## src/rtl/xge_tb_pkg.sv

```systemverilog
`default_nettype none
// ============================================================================
//  Module      : xge_tb_pkg
//  Description : Shared types and constants for the packet transmit generator.
//  Revision    : 1.0 - initial release
// ============================================================================
package xge_tb_pkg;

    typedef enum logic [1:0] {
        IDLE = 2'd0,
        SEND = 2'd1,
        IPG  = 2'd2,
        FIN  = 2'd3
    } state_t;

    // Byte lanes of the 64-bit word; LANE7 carries the first byte on the wire
    localparam int LANE0 = 0;
    localparam int LANE1 = 1;
    localparam int LANE2 = 2;
    localparam int LANE3 = 3;
    localparam int LANE4 = 4;
    localparam int LANE5 = 5;
    localparam int LANE6 = 6;
    localparam int LANE7 = 7;

    localparam int c_MAX_LEN_DEFAULT = 9600;

endpackage : xge_tb_pkg
`default_nettype wire

```

## src/rtl/pkt_tx_word_build.sv

```systemverilog
`default_nettype none
// ============================================================================
//  Module      : pkt_tx_word_build
//  Description : Forms one 64-bit packet word: byte pattern, lane order, tail zeroing.
//  Revision    : 1.0 - initial release
// ============================================================================
module pkt_tx_word_build
    import xge_tb_pkg::*;
(
    input  logic [10:0] word_idx,
    input  logic [7:0]  pkt_idx,
    input  logic [13:0] pkt_len,
    output logic [63:0] word
);

    for (genvar k = LANE0; k <= LANE7; k++) begin : g_lane
        // Byte offset within the packet carried by this lane
        logic [13:0] w_pos;
        assign w_pos = {word_idx, 3'(LANE7 - k)};
        assign word[k*8 +: 8] = (w_pos < pkt_len) ? (w_pos[7:0] + pkt_idx) : 8'd0;
    end

endmodule : pkt_tx_word_build
`default_nettype wire

```

## src/rtl/pkt_tx_gen.sv

```systemverilog
`default_nettype none
// ============================================================================
//  Module      : pkt_tx_gen
//  Description : Generates runs of fixed-length test packets toward a 10G MAC.
//  Revision    : 1.0 - initial release
// ============================================================================
module pkt_tx_gen
    import xge_tb_pkg::*;
#(
    parameter int MAX_LEN = c_MAX_LEN_DEFAULT
) (
    input  logic        clk_156m25,
    input  logic        reset_156m25_n,
    input  logic        start,
    input  logic [13:0] pkt_len,
    input  logic [15:0] pkt_count,
    input  logic [7:0]  ipg_cycles,
    input  logic        pkt_tx_full,
    output logic [63:0] pkt_tx_data,
    output logic        pkt_tx_val,
    output logic        pkt_tx_sop,
    output logic        pkt_tx_eop,
    output logic [2:0]  pkt_tx_mod,
    output logic        busy,
    output logic        done,
    output logic [15:0] tx_pkt_cnt
);

    state_t      r_state, w_state_next;
    logic [13:0] r_len;
    logic [15:0] r_count;
    logic [7:0]  r_ipg, r_ipg_cnt, w_ipg_cnt_next;
    logic [10:0] r_last_word, r_word_idx, w_word_next;
    logic [15:0] r_pkt_idx, w_pkt_next;
    logic [15:0] r_tx_pkt_cnt, w_cnt_next;
    logic [63:0] r_data, w_data, w_word;
    logic        r_val, r_sop, r_eop, r_busy, r_done;
    logic        w_val, w_sop, w_eop, w_busy, w_done, w_load, w_start_ok;
    logic [2:0]  r_mod, w_mod;

    assign w_start_ok = (pkt_len != 14'd0) && (32'(pkt_len) <= 32'(MAX_LEN)) &&
                        (pkt_count != 16'd0);

    pkt_tx_word_build u_word_build (
        .word_idx (r_word_idx),
        .pkt_idx  (r_pkt_idx[7:0]),
        .pkt_len  (r_len),
        .word     (w_word)
    );

    always_comb begin
        w_state_next   = r_state;
        w_word_next    = r_word_idx;
        w_pkt_next     = r_pkt_idx;
        w_ipg_cnt_next = r_ipg_cnt;
        w_cnt_next     = r_tx_pkt_cnt;
        w_data         = 64'd0;
        w_val          = 1'b0;
        w_sop          = 1'b0;
        w_eop          = 1'b0;
        w_mod          = 3'd0;
        w_done         = 1'b0;
        w_load         = 1'b0;
        unique case (r_state)
            IDLE: begin
                if (start) begin
                    w_load       = 1'b1;
                    w_cnt_next   = 16'd0;
                    w_word_next  = 11'd0;
                    w_pkt_next   = 16'd0;
                    w_state_next = w_start_ok ? SEND : FIN;
                end
            end
            SEND: begin
                // Backpressure holds the word pointer; the same word is retried
                if (!pkt_tx_full) begin
                    w_val  = 1'b1;
                    w_data = w_word;
                    w_sop  = (r_word_idx == 11'd0);
                    if (r_word_idx == r_last_word) begin
                        w_eop       = 1'b1;
                        w_mod       = r_len[2:0];
                        w_cnt_next  = r_tx_pkt_cnt + 16'd1;
                        w_word_next = 11'd0;
                        w_pkt_next  = r_pkt_idx + 16'd1;
                        if (r_pkt_idx == r_count - 16'd1) begin
                            w_state_next = FIN;
                        end else if (r_ipg != 8'd0) begin
                            w_state_next   = IPG;
                            w_ipg_cnt_next = r_ipg;
                        end
                    end else begin
                        w_word_next = r_word_idx + 11'd1;
                    end
                end
            end
            IPG: begin
                if (r_ipg_cnt == 8'd1) begin
                    w_state_next = SEND;
                end else begin
                    w_ipg_cnt_next = r_ipg_cnt - 8'd1;
                end
            end
            FIN: begin
                w_done       = 1'b1;
                w_state_next = IDLE;
            end
        endcase
        // busy stays up through the done cycle so it covers the whole run
        w_busy = (w_state_next != IDLE) || (r_state == FIN);
    end

    always_ff @(posedge clk_156m25) begin
        if (!reset_156m25_n) begin
            r_state      <= IDLE;
            r_len        <= 14'd0;
            r_count      <= 16'd0;
            r_ipg        <= 8'd0;
            r_ipg_cnt    <= 8'd0;
            r_last_word  <= 11'd0;
            r_word_idx   <= 11'd0;
            r_pkt_idx    <= 16'd0;
            r_tx_pkt_cnt <= 16'd0;
            r_data       <= 64'd0;
            r_val        <= 1'b0;
            r_sop        <= 1'b0;
            r_eop        <= 1'b0;
            r_mod        <= 3'd0;
            r_busy       <= 1'b0;
            r_done       <= 1'b0;
        end else begin
            r_state      <= w_state_next;
            r_ipg_cnt    <= w_ipg_cnt_next;
            r_word_idx   <= w_word_next;
            r_pkt_idx    <= w_pkt_next;
            r_tx_pkt_cnt <= w_cnt_next;
            r_data       <= w_data;
            r_val        <= w_val;
            r_sop        <= w_sop;
            r_eop        <= w_eop;
            r_mod        <= w_mod;
            r_busy       <= w_busy;
            r_done       <= w_done;
            if (w_load) begin
                r_len       <= pkt_len;
                r_count     <= pkt_count;
                r_ipg       <= ipg_cycles;
                r_last_word <= 11'((pkt_len - 14'd1) >> 3);
            end
        end
    end

    assign pkt_tx_data = r_data;
    assign pkt_tx_val  = r_val;
    assign pkt_tx_sop  = r_sop;
    assign pkt_tx_eop  = r_eop;
    assign pkt_tx_mod  = r_mod;
    assign busy        = r_busy;
    assign done        = r_done;
    assign tx_pkt_cnt  = r_tx_pkt_cnt;

endmodule : pkt_tx_gen
`default_nettype wire

```

## config.mk

```make
export PLATFORM = sky130hd
export DESIGN_NAME = pkt_tx_gen
export DESIGN_NICKNAME = d
export VERILOG_FILES = /design/src/rtl/xge_tb_pkg.sv /design/src/rtl/pkt_tx_word_build.sv /design/src/rtl/pkt_tx_gen.sv
export SDC_FILE = /design/constraint.sdc
export NUM_CORES = 1
export LEC_CHECK = 0
export CORE_UTILIZATION = 35
export DETAILED_ROUTE_END_ITERATION = 7
export DONT_BUFFER_PORTS = 1
export GPL_TIMING_DRIVEN = 0
export PLACE_DENSITY = 0.59
export SYNTH_ARGS = -nofsm -noshare
export SYNTH_HDL_FRONTEND = slang
export SYNTH_SLANG_ARGS = --single-unit
```

## constraint.sdc

```tcl
create_clock -name clk_156m25 -period 8.49 [get_ports clk_156m25]
set_clock_uncertainty 0.2 [all_clocks]
set_input_delay 0.849 -clock clk_156m25 [delete_from_list [all_inputs] [get_ports clk_156m25]]
set_output_delay 0.849 -clock clk_156m25 [all_outputs]
set_load 0.01 [all_outputs]
```

==> metrics.md, run 1 <==
| Metric | Value |
|---|---|
| Category of the most critical setup path | `reg2reg` |
| Die X | `approximately 160 um` |
| Met3 Use GR | `0.0517` |
| H-tree Lvls | `4` |
| Multiplexer share of the synthesized area | `0.00483` |
| Gpl congestion | `~0.9` |
| First-pass GRT wire length | `36,000 um` |
| Total area of sequential cells | `0.00348 mm2` |
| Residual overflow from global routing | `0` |
| Sequential-to-total area share from yosys stat | `0.420` |
| Area of the die | `0.0243 mm2` |
| Met1 Track Usage GR | `0.267` |
| Synthesized flop and latch total | `approximately 170` |
| Antenna viol nets, final | `0` |
| Detail-routed via count per cell | `5.14` |
| Library cells used by synthesis | `66` |
| Area delta synth->final | `11.9%` |
| Cell-by-cell trace of the critical path | `clkbuf_1 > xnor2_1 > nand4_1 > nor3_1 > o21ai_1 > clkbuf_1 > nand2_1 > clkbuf_1 > nor2_1` |
| Maximum clock frequency | `around 0.27 GHz` |
| Number of DRC violations after detailed routing | `0` |
| Net switching fraction of the power | `0.299` |
| Fraction of final layout cells sized beyond drive strength 1 | `0.0506` |
| Gate Count Post-Synth | `approximately 1,000` |
| Maximum root-to-sink buffer count | `2` |
| Routing layer with the top usage in global route | `met2` |
| Critical path data required time | `between 8 and 9 ns` |
| Number of clock sinks | `approximately 170` |
| Max-cap violations | `0` |
| Worst slew margin relative to its limit | `0.316` |
| Post-cts resize count | `0` |
| Worst vdd rail ir drop | `around 120 uV` |
| HPWL reported at the end of detailed placement | `16,900 um` |
| Worst path max stage delay | `between 0.8 and 0.9 ns` |
| CTS buffer count | `17` |
| Net count reported at finish | `about 1,100` |
| Count of fill cells added during filler insertion | `~2,400` |
| Clock insertion delay at the later pin of the skew report | `~0.44 ns` |
| Total routing resource utilization after global routing | `0.191` |
| Number of iterations in the first detailed-routing pass | `4` |
| Number of placed I/O pins | `130` |
| RSZ-0062 raised after global routing | `no` |
| Buffers on Ports | `0` |
| Initial antenna violation count | `0` |
| Post-CTS Hold Fix Bufs | `0` |
| Outcome | `finished, final reports clean` |
| Synth Area per Inst | `8.34 um2` |
| Routed wirelength normalized by instance count | `between 15 and 20 um` |
| Final Cycle Share | `0.429` |
| Share of synthesized cell area in full adder, half adder and majority cells | `0.0516` |
| Xor and xnor fraction of the mapped netlist area | `0.117` |
| Met2 Usage GRT | `0.281` |
| Final worst setup slack | `between 4 and 5 ns` |
| Routed vias | `between 6,000 and 7,000` |
| Dominant combinational cell family by area after synthesis | `simple AND/OR/NAND/NOR gates` |
| Area fraction in and, or, nand and nor cells after synthesis | `0.222` |
| Number of global-route vias before repair | `6,555` |
| Combinational Power Share | `0.129` |
| Sort of element at the end of the critical path | `flip-flop` |
| WP data arrival | `between 3 and 4 ns` |
| Pin count of the biggest net entering global routing | `20` |
| Post-DP Area | `around 0.0087 mm2` |
| Setup-failing EPs final | `0` |
| Hold Path Depth | `2` |
| Initial DRC count | `between 300 and 400` |
| Aggregate routed wire length | `between 20,000 and 25,000 um` |
| Effective utilization at floorplan | `0.362` |
| Switching power | `between 0.0005 and 0.0006 W` |
| Fraction of the mapped netlist area in compound gates | `0.141` |
| Clock tree from TritonCTS | `done` |
| Final-report hold violation count | `0` |
| Netlist Area Pre-Place | `0.00830 mm2` |
| Area of the core region | `approximately 0.023 mm2` |
| Clock period minus final worst setup slack | `3.64 ns` |
| Number of flops mapped to enable cells by yosys | `0` |
| Largest fanout on the critical path | `10` |
| Leakage power figure | `roughly 3.3 nW` |
| Worst Max-Slew Pin Slew | `1.02 ns` |
| CP Launch Type | `flip-flop` |
| Placed Cells incl. Taps | `roughly 1,300` |
| Number of core rows | `55` |
| Postcts setup bufs | `0` |
| Clock power share | `0.410` |
| Syn Nets | `~1,100` |
| Worst slack at placement | `~4.8 ns` |
| Die Ht | `between 150 and 200 um` |
| Internal portion of total power | `around 0.0013 W` |
| Synthesis Warnings | `0` |
| Root buffer cell | `sky130_fd_sc_hd__clkbuf_16` |
| Total power per unit cell area | `approximately 200 mW/mm2` |
| Type of the worst min-delay path | `reg2reg` |
| Share of flip-flops with an asynchronous set or reset after synthesis | `0` |
| Cell with the largest stage delay on the worst path | `sky130_fd_sc_hd__nor3_1` |
| Number of cells in the finished layout apart from fillers | `approximately 1,300` |
| Dominant cell type by count on the critical path | `sky130_fd_sc_hd__clkbuf_1` |
| Proportion of power drawn by flip-flops and latches | `0.461` |
| Count of final max-slew check failures | `0` |
| Clock transition at the register clock pins on the worst setup and hold paths after CTS | `0.07 ns` |
| Number of antenna cells inserted | `0` |
| Setup TNS Final | `0 ns` |
| Finished layout cell area | `0.00928 mm2` |
| Top flip-flop cell by instance count after synthesis | `sky130_fd_sc_hd__dfxtp_1` |
| Area taken by multi-input logic gates | `0.00445 mm2` |
| Number of cells on the worst reg-to-reg path | `9` |
## cell usage after synthesis, drive strengths merged (6+ instances only)
cell,instances,share of area
a211oi,6,0.0060
nand3,16,0.0097
and3,15,0.011
inv,37,0.017
ha,31,0.047
nor2b,13,0.0098
nand4,18,0.014
dfxtp,174,0.42
o21ai,49,0.030
or4,6,0.0063
nor3,22,0.014
nor2,122,0.055
clkbuf,48,0.022
o31ai,6,0.0054
xor2,42,0.044
or3,8,0.0066
a21o,11,0.010
xnor2,66,0.070
buf,6,0.0047
o21a,7,0.0063
a21oi,74,0.045
nand2,135,0.061
nor4,17,0.015
## per-stage QoR
step | hold slack [ns] | util | power (W)
6_report | 0.257 | 0.405 | 0.00189
5_1_grt | 0.284 | 0.405 | 0.00198
4_1_cts | 0.259 | 0.405 | 0.00191
3_5_place_dp | 0.250 | 0.379 | 0.00113
3_3_place_gp | 0.245 | 0.379 | 0.00113
2_1_floorplan | 0.236 | - | 0.00107
## worst paths after layout
check | startpoint | to | slack, ns
max | r_word_idx[2] | r_word_idx[5] | 4.85
min | r_len[6] | r_len[6] | 0.26
max reg2reg | r_word_idx[2] | r_word_idx[5] | 4.85
min reg2reg | r_len[6] | r_len[6] | 0.26
## cells in the final DEF (no fill, tap or decap), drive strengths merged, types with 11 or more instances in the layout
cell / netlist / final
inv: 37 / 44
nor2: 122 / 122
o21ai: 49 / 49
dfxtp: 174 / 174
and3: 15 / 15
nand4: 18 / 18
xnor2: 66 / 66
nor4: 17 / 17
xor2: 42 / 42
a21oi: 74 / 74
ha: 31 / 31
nand2: 135 / 135
clkbuf: 48 / 65
nor2b: 13 / 13
nand3: 16 / 16
a21o: 11 / 11
nor3: 22 / 22
## power groups by stage
stage,clock [W],combinational [W],sequential [W]
2_1_floorplan,0,0.000188,0.000881
3_3_place_gp,0,0.000241,0.000891
3_5_place_dp,0,0.000243,0.000891
4_1_cts,0.000793,0.000245,0.000872
5_1_grt,0.000826,0.000274,0.000876
6_report,0.000777,0.000245,0.000872
## kinds of logic after synthesis
family,Yosys count
buffers and inverters,92
adder cells (fa/ha/maj),33
AND/OR/NAND/NOR,393
multiplexers,4
AO/OA/AOI/OAI,190
flip-flops,174
XOR/XNOR,109
## flip-flops by register name, summed over array words and instances, names as in the netlist
signal	cells
pkt_tx_data	64
r_count	16
r_pkt_idx	16
tx_pkt_cnt	16
r_len	14
r_last_word	11
r_word_idx	11
r_ipg	8
r_ipg_cnt	8
pkt_tx_mod	3
r_state	2
busy	1
done	1
pkt_tx_eop	1
pkt_tx_sop	1
pkt_tx_val	1
## critical path, delay by kind of cell (launching register included)
family	cells	cell delay, ns
AO/OA/AOI/OAI	1	0.48
XOR/XNOR	1	0.16
buffers and inverters	3	1.08
flip-flops	1	0.38
AND/OR/NAND/NOR	4	1.22
## area by class of cell
class,count,share of cell area
inverter,38,0.0154
buffer,54,0.0239
tap,313,0.0422
clock inverter,15,0.0182
multi-input combinational,729,0.479
clock buffer,17,0.0458
sequential,174,0.375
## metal layers
metal / wire length [um] / up-vias
li1: - / 3415
met1: 11100 / 3224
met2: 9320 / 216
met3: 1650 / 27
met4: 354 / 0
met5: 0 / -
Power figures use the tool's default switching activity.
==> inputs of run 2 (changes only) <==
==> constraint.sdc (replaced) <==
create_clock -name clk_156m25 -period 3.4 [get_ports clk_156m25]
set_clock_uncertainty 0.2 [all_clocks]
set_input_delay 0.34 -clock clk_156m25 [delete_from_list [all_inputs] [get_ports clk_156m25]]
set_output_delay 0.34 -clock clk_156m25 [all_outputs]
set_load 0.01 [all_outputs]
==> run 2 against run 1 <==
Effect of this change: combinational power grew to 2.8 times the previous value; largest cell class unchanged; worst hold slack lost 0.23 ns; register-to-register slack lost 4.6 ns; routed wire length grew 2.9%; largest power group unchanged; highest routed layer unchanged; non-clock buffer count grew 40.
==> metrics.md, run 2 (synthesis gave the netlist of run 1 again) <==
| Metric | Value |
|---|---|
| CTS buffer count | `17 (unchanged)` |
| Die Ht | `156 um (unchanged)` |
| Number of cells on the worst reg-to-reg path | `8 (-1)` |
| CP bufs+invs | `2 (-1)` |
| Cell-by-cell trace of the critical path | `clkbuf_1 > nand2b_1 > clkbuf_1 > nor3_2 > o2111ai_1 > a211oi_1 > a31oi_1 > nor2_1` |
| Effective utilization at floorplan | `0.362 (unchanged)` |
| End of the worst register-to-register path | `pkt_tx_data[43]` |
| Share of the core filled with cells in the final layout | `0.425 (+0.0197)` |
| Number of clock sinks | `174 (unchanged)` |
| Net count reported at finish | `1,129 (+3.7%)` |
| Delay-heaviest family, CP | `compound AO/OA/AOI/OAI gates` |
| Root buffer cell | `sky130_fd_sc_hd__clkbuf_16` |
| Maximum root-to-sink buffer count | `2 (unchanged)` |
| Total power per unit cell area | `492 mW/mm2 (+140%)` |
| Worst slack at placement | `-0.250 ns (-5.09 ns)` |
| Pin count of the biggest net entering global routing | `20 (unchanged)` |
| Leakage power figure | `3.51 nW (+5.8%)` |
| Routed wirelength normalized by instance count | `16.7 um (-0.12%)` |
| Startpoint of the lowest-slack register-to-register path | `r_state[0]` |
| Max reg flops | `64 (unchanged)` |
| Worst slew margin relative to its limit | `0.306 (-0.0101)` |
| Postcts setup bufs | `0 (unchanged)` |
| Register-to-register path setup slack | `0.28 ns (-4.56 ns)` |
| Critical path data required time | `3.56 ns (-5.05 ns)` |
| Number of core rows | `55 (unchanged)` |
| Critical hold path startpoint | `pkt_len[11]` |
| HPWL reported at the end of detailed placement | `16,900 um (unchanged)` |
| Final worst setup slack | `0.284 ns (-4.56 ns)` |
| RSZ-0062 raised after global routing | `no` |
| Number of placed I/O pins | `130 (unchanged)` |
| Type of the worst min-delay path | `in2reg` |
| Gpl congestion | `0.898 (unchanged)` |
| Cell with the largest stage delay on the worst path | `sky130_fd_sc_hd__a211oi_1` |
| Buffers on Ports | `0 (unchanged)` |
| Most common cell after layout, fill and taps aside | `sky130_fd_sc_hd__dfxtp_1` |
| Hold WS | `0.0286 ns (-0.229 ns)` |
| Antenna viol nets, final | `0 (unchanged)` |
| Post-DP Area | `0.00869 mm2 (unchanged)` |
| Area taken by multi-input logic gates | `0.00449 mm2 (+0.96%)` |
| Clock period minus final worst setup slack | `3.12 ns (-0.528 ns)` |
| Hold Path Depth | `3 (+1)` |
| Category of the most critical setup path | `reg2reg` |
| Final Cycle Share | `0.916 (+0.487)` |
| WP data arrival | `3.28 ns (-0.48 ns)` |
| Setup TNS Final | `0 ns (unchanged)` |
| Detail-routed via count per cell | `5.12 (-0.23%)` |
| Residual overflow from global routing | `0 (unchanged)` |
| Final-report hold violation count | `0 (unchanged)` |
| Commonest non-fill, non-tap cells in the layout | `174 x sky130_fd_sc_hd__dfxtp_1, 135 x sky130_fd_sc_hd__nand2_1, 121 x sky130_fd_sc_hd__nor2_1` |
| H-tree Lvls | `4 (unchanged)` |
| Area of the die | `0.0243 mm2 (unchanged)` |
| Area delta synth->final | `17.3%` |
| Sort of element at the end of the critical path | `flip-flop` |
| Largest fanout on the critical path | `10 (unchanged)` |
| Endpoint of the worst hold-timing path | `r_last_word[9]` |
| Setup-failing EPs final | `0 (unchanged)` |
| Count of final max-slew check failures | `0 (unchanged)` |
| Fraction of final layout cells sized beyond drive strength 1 | `0.0525 (+0.00185)` |
| First-pass GRT wire length | `37,100 um (+3.0%)` |
| Number of iterations in the first detailed-routing pass | `4 (unchanged)` |
| Number of global-route vias before repair | `6,806 (+3.8%)` |
| Total routing resource utilization after global routing | `0.195 (+0.00483)` |
| Initial DRC count | `473 (+38%)` |
| Max-cap violations | `0 (unchanged)` |
| Count of fill cells added during filler insertion | `2,328 (-1.9%)` |
| Initial antenna violation count | `1 (+1)` |
| Aggregate routed wire length | `23,100 um (+2.9%)` |
| Worst Max-Slew Pin Slew | `1.04 ns (+0.0195 ns)` |
| Total area of sequential cells | `0.00348 mm2 (unchanged)` |
| Maximum clock frequency | `0.321 GHz (+17%)` |
| Worst path max stage delay | `0.49 ns (-0.33 ns)` |
| Routed vias | `7,076 (+2.8%)` |
| Worst vdd rail ir drop | `287 uV (+150%)` |
| Die X | `156 um (unchanged)` |
| Finished layout cell area | `0.00974 mm2 (+4.9%)` |
| Clock insertion delay at the later pin of the skew report | `0.44 ns (about the same)` |
| Clock tree from TritonCTS | `done` |
| Area of the core region | `0.0229 mm2 (unchanged)` |
| Number of DRC violations after detailed routing | `0 (unchanged)` |
| CP Launch Type | `flip-flop` |
| WP depth | `8 (-1)` |
| Outcome | `finished, final reports clean` |
| Clock transition at the register clock pins on the worst setup and hold paths after CTS | `0.08 ns (about the same)` |
| Dominant cell type by count on the critical path | `sky130_fd_sc_hd__clkbuf_1` |
run 2: worst min-delay path, stage by stage:
cell,delay [ns]
sky130_fd_sc_hd__o41a_1,0.11
sky130_fd_sc_hd__nor2_1,0.06
sky130_fd_sc_hd__a21oi_1,0.12
run 2: final cells by class:
class                      instances  share of cell area
antenna                            1            0.000257
buffer                            53              0.0224
clock buffer                      17              0.0437
clock inverter                    15              0.0173
inverter                          38              0.0147
multi-input combinational        729               0.462
sequential                       174               0.358
tap                              313              0.0402
timing repair buffer              41              0.0422
run 2: layer usage:
layer | global-route usage | vias to the layer above | routed length [um]
met5 | 0 | - | 0
li1 | - | 3509 | -
met2 | 0.298 | 225 | 9880
met1 | 0.273 | 3312 | 11300
met3 | 0.0419 | 30 | 1550
met4 | 0.0616 | 0 | 363
run 2: worst max-delay path by stage:
stage,start,to,slack [ns]
final,r_state[0],pkt_tx_data[43],0.28
after CTS,r_state[0],pkt_tx_data[43],0.04
after detailed placement,r_word_idx[2],r_word_idx[4],-0.25
after global routing,r_state[0],pkt_tx_data[43],0.01
after floorplan,r_count[0],r_ipg_cnt[7],0.42
after global placement,r_word_idx[2],r_word_idx[7],-0.28
run 2: where the power goes:
| group | leakage [nW] | switching [W] | internal [W] | total, W |
|---|---|---|---|---|
| Combinational | 1.81 | 0.000413 | 0.000261 | 0.000674 |
| Sequential | 1.41 | 0.0000726 | 0.00211 | 0.00218 |
| Clock | 0.289 | 0.000951 | 0.000989 | 0.00194 |
run 2: through the flow:
step | std cells | total power [W]
after global routing | 1381 | 0.00500
after CTS | 1381 | 0.00482
final | 1381 | 0.00479
after detailed placement | 1308 | 0.00283
after global placement | 1308 | 0.00283
after floorplan | 995 | 0.00267
run 2: what timing repair did:
action | 4_1_cts | 5_1_grt
gates cloned | 0 | 0
endpoints found under the setup margin | 22 | 57
hold buffers | 41 | 0
resized for setup | 3 | 4
hold endpoints to repair | 50 | 0
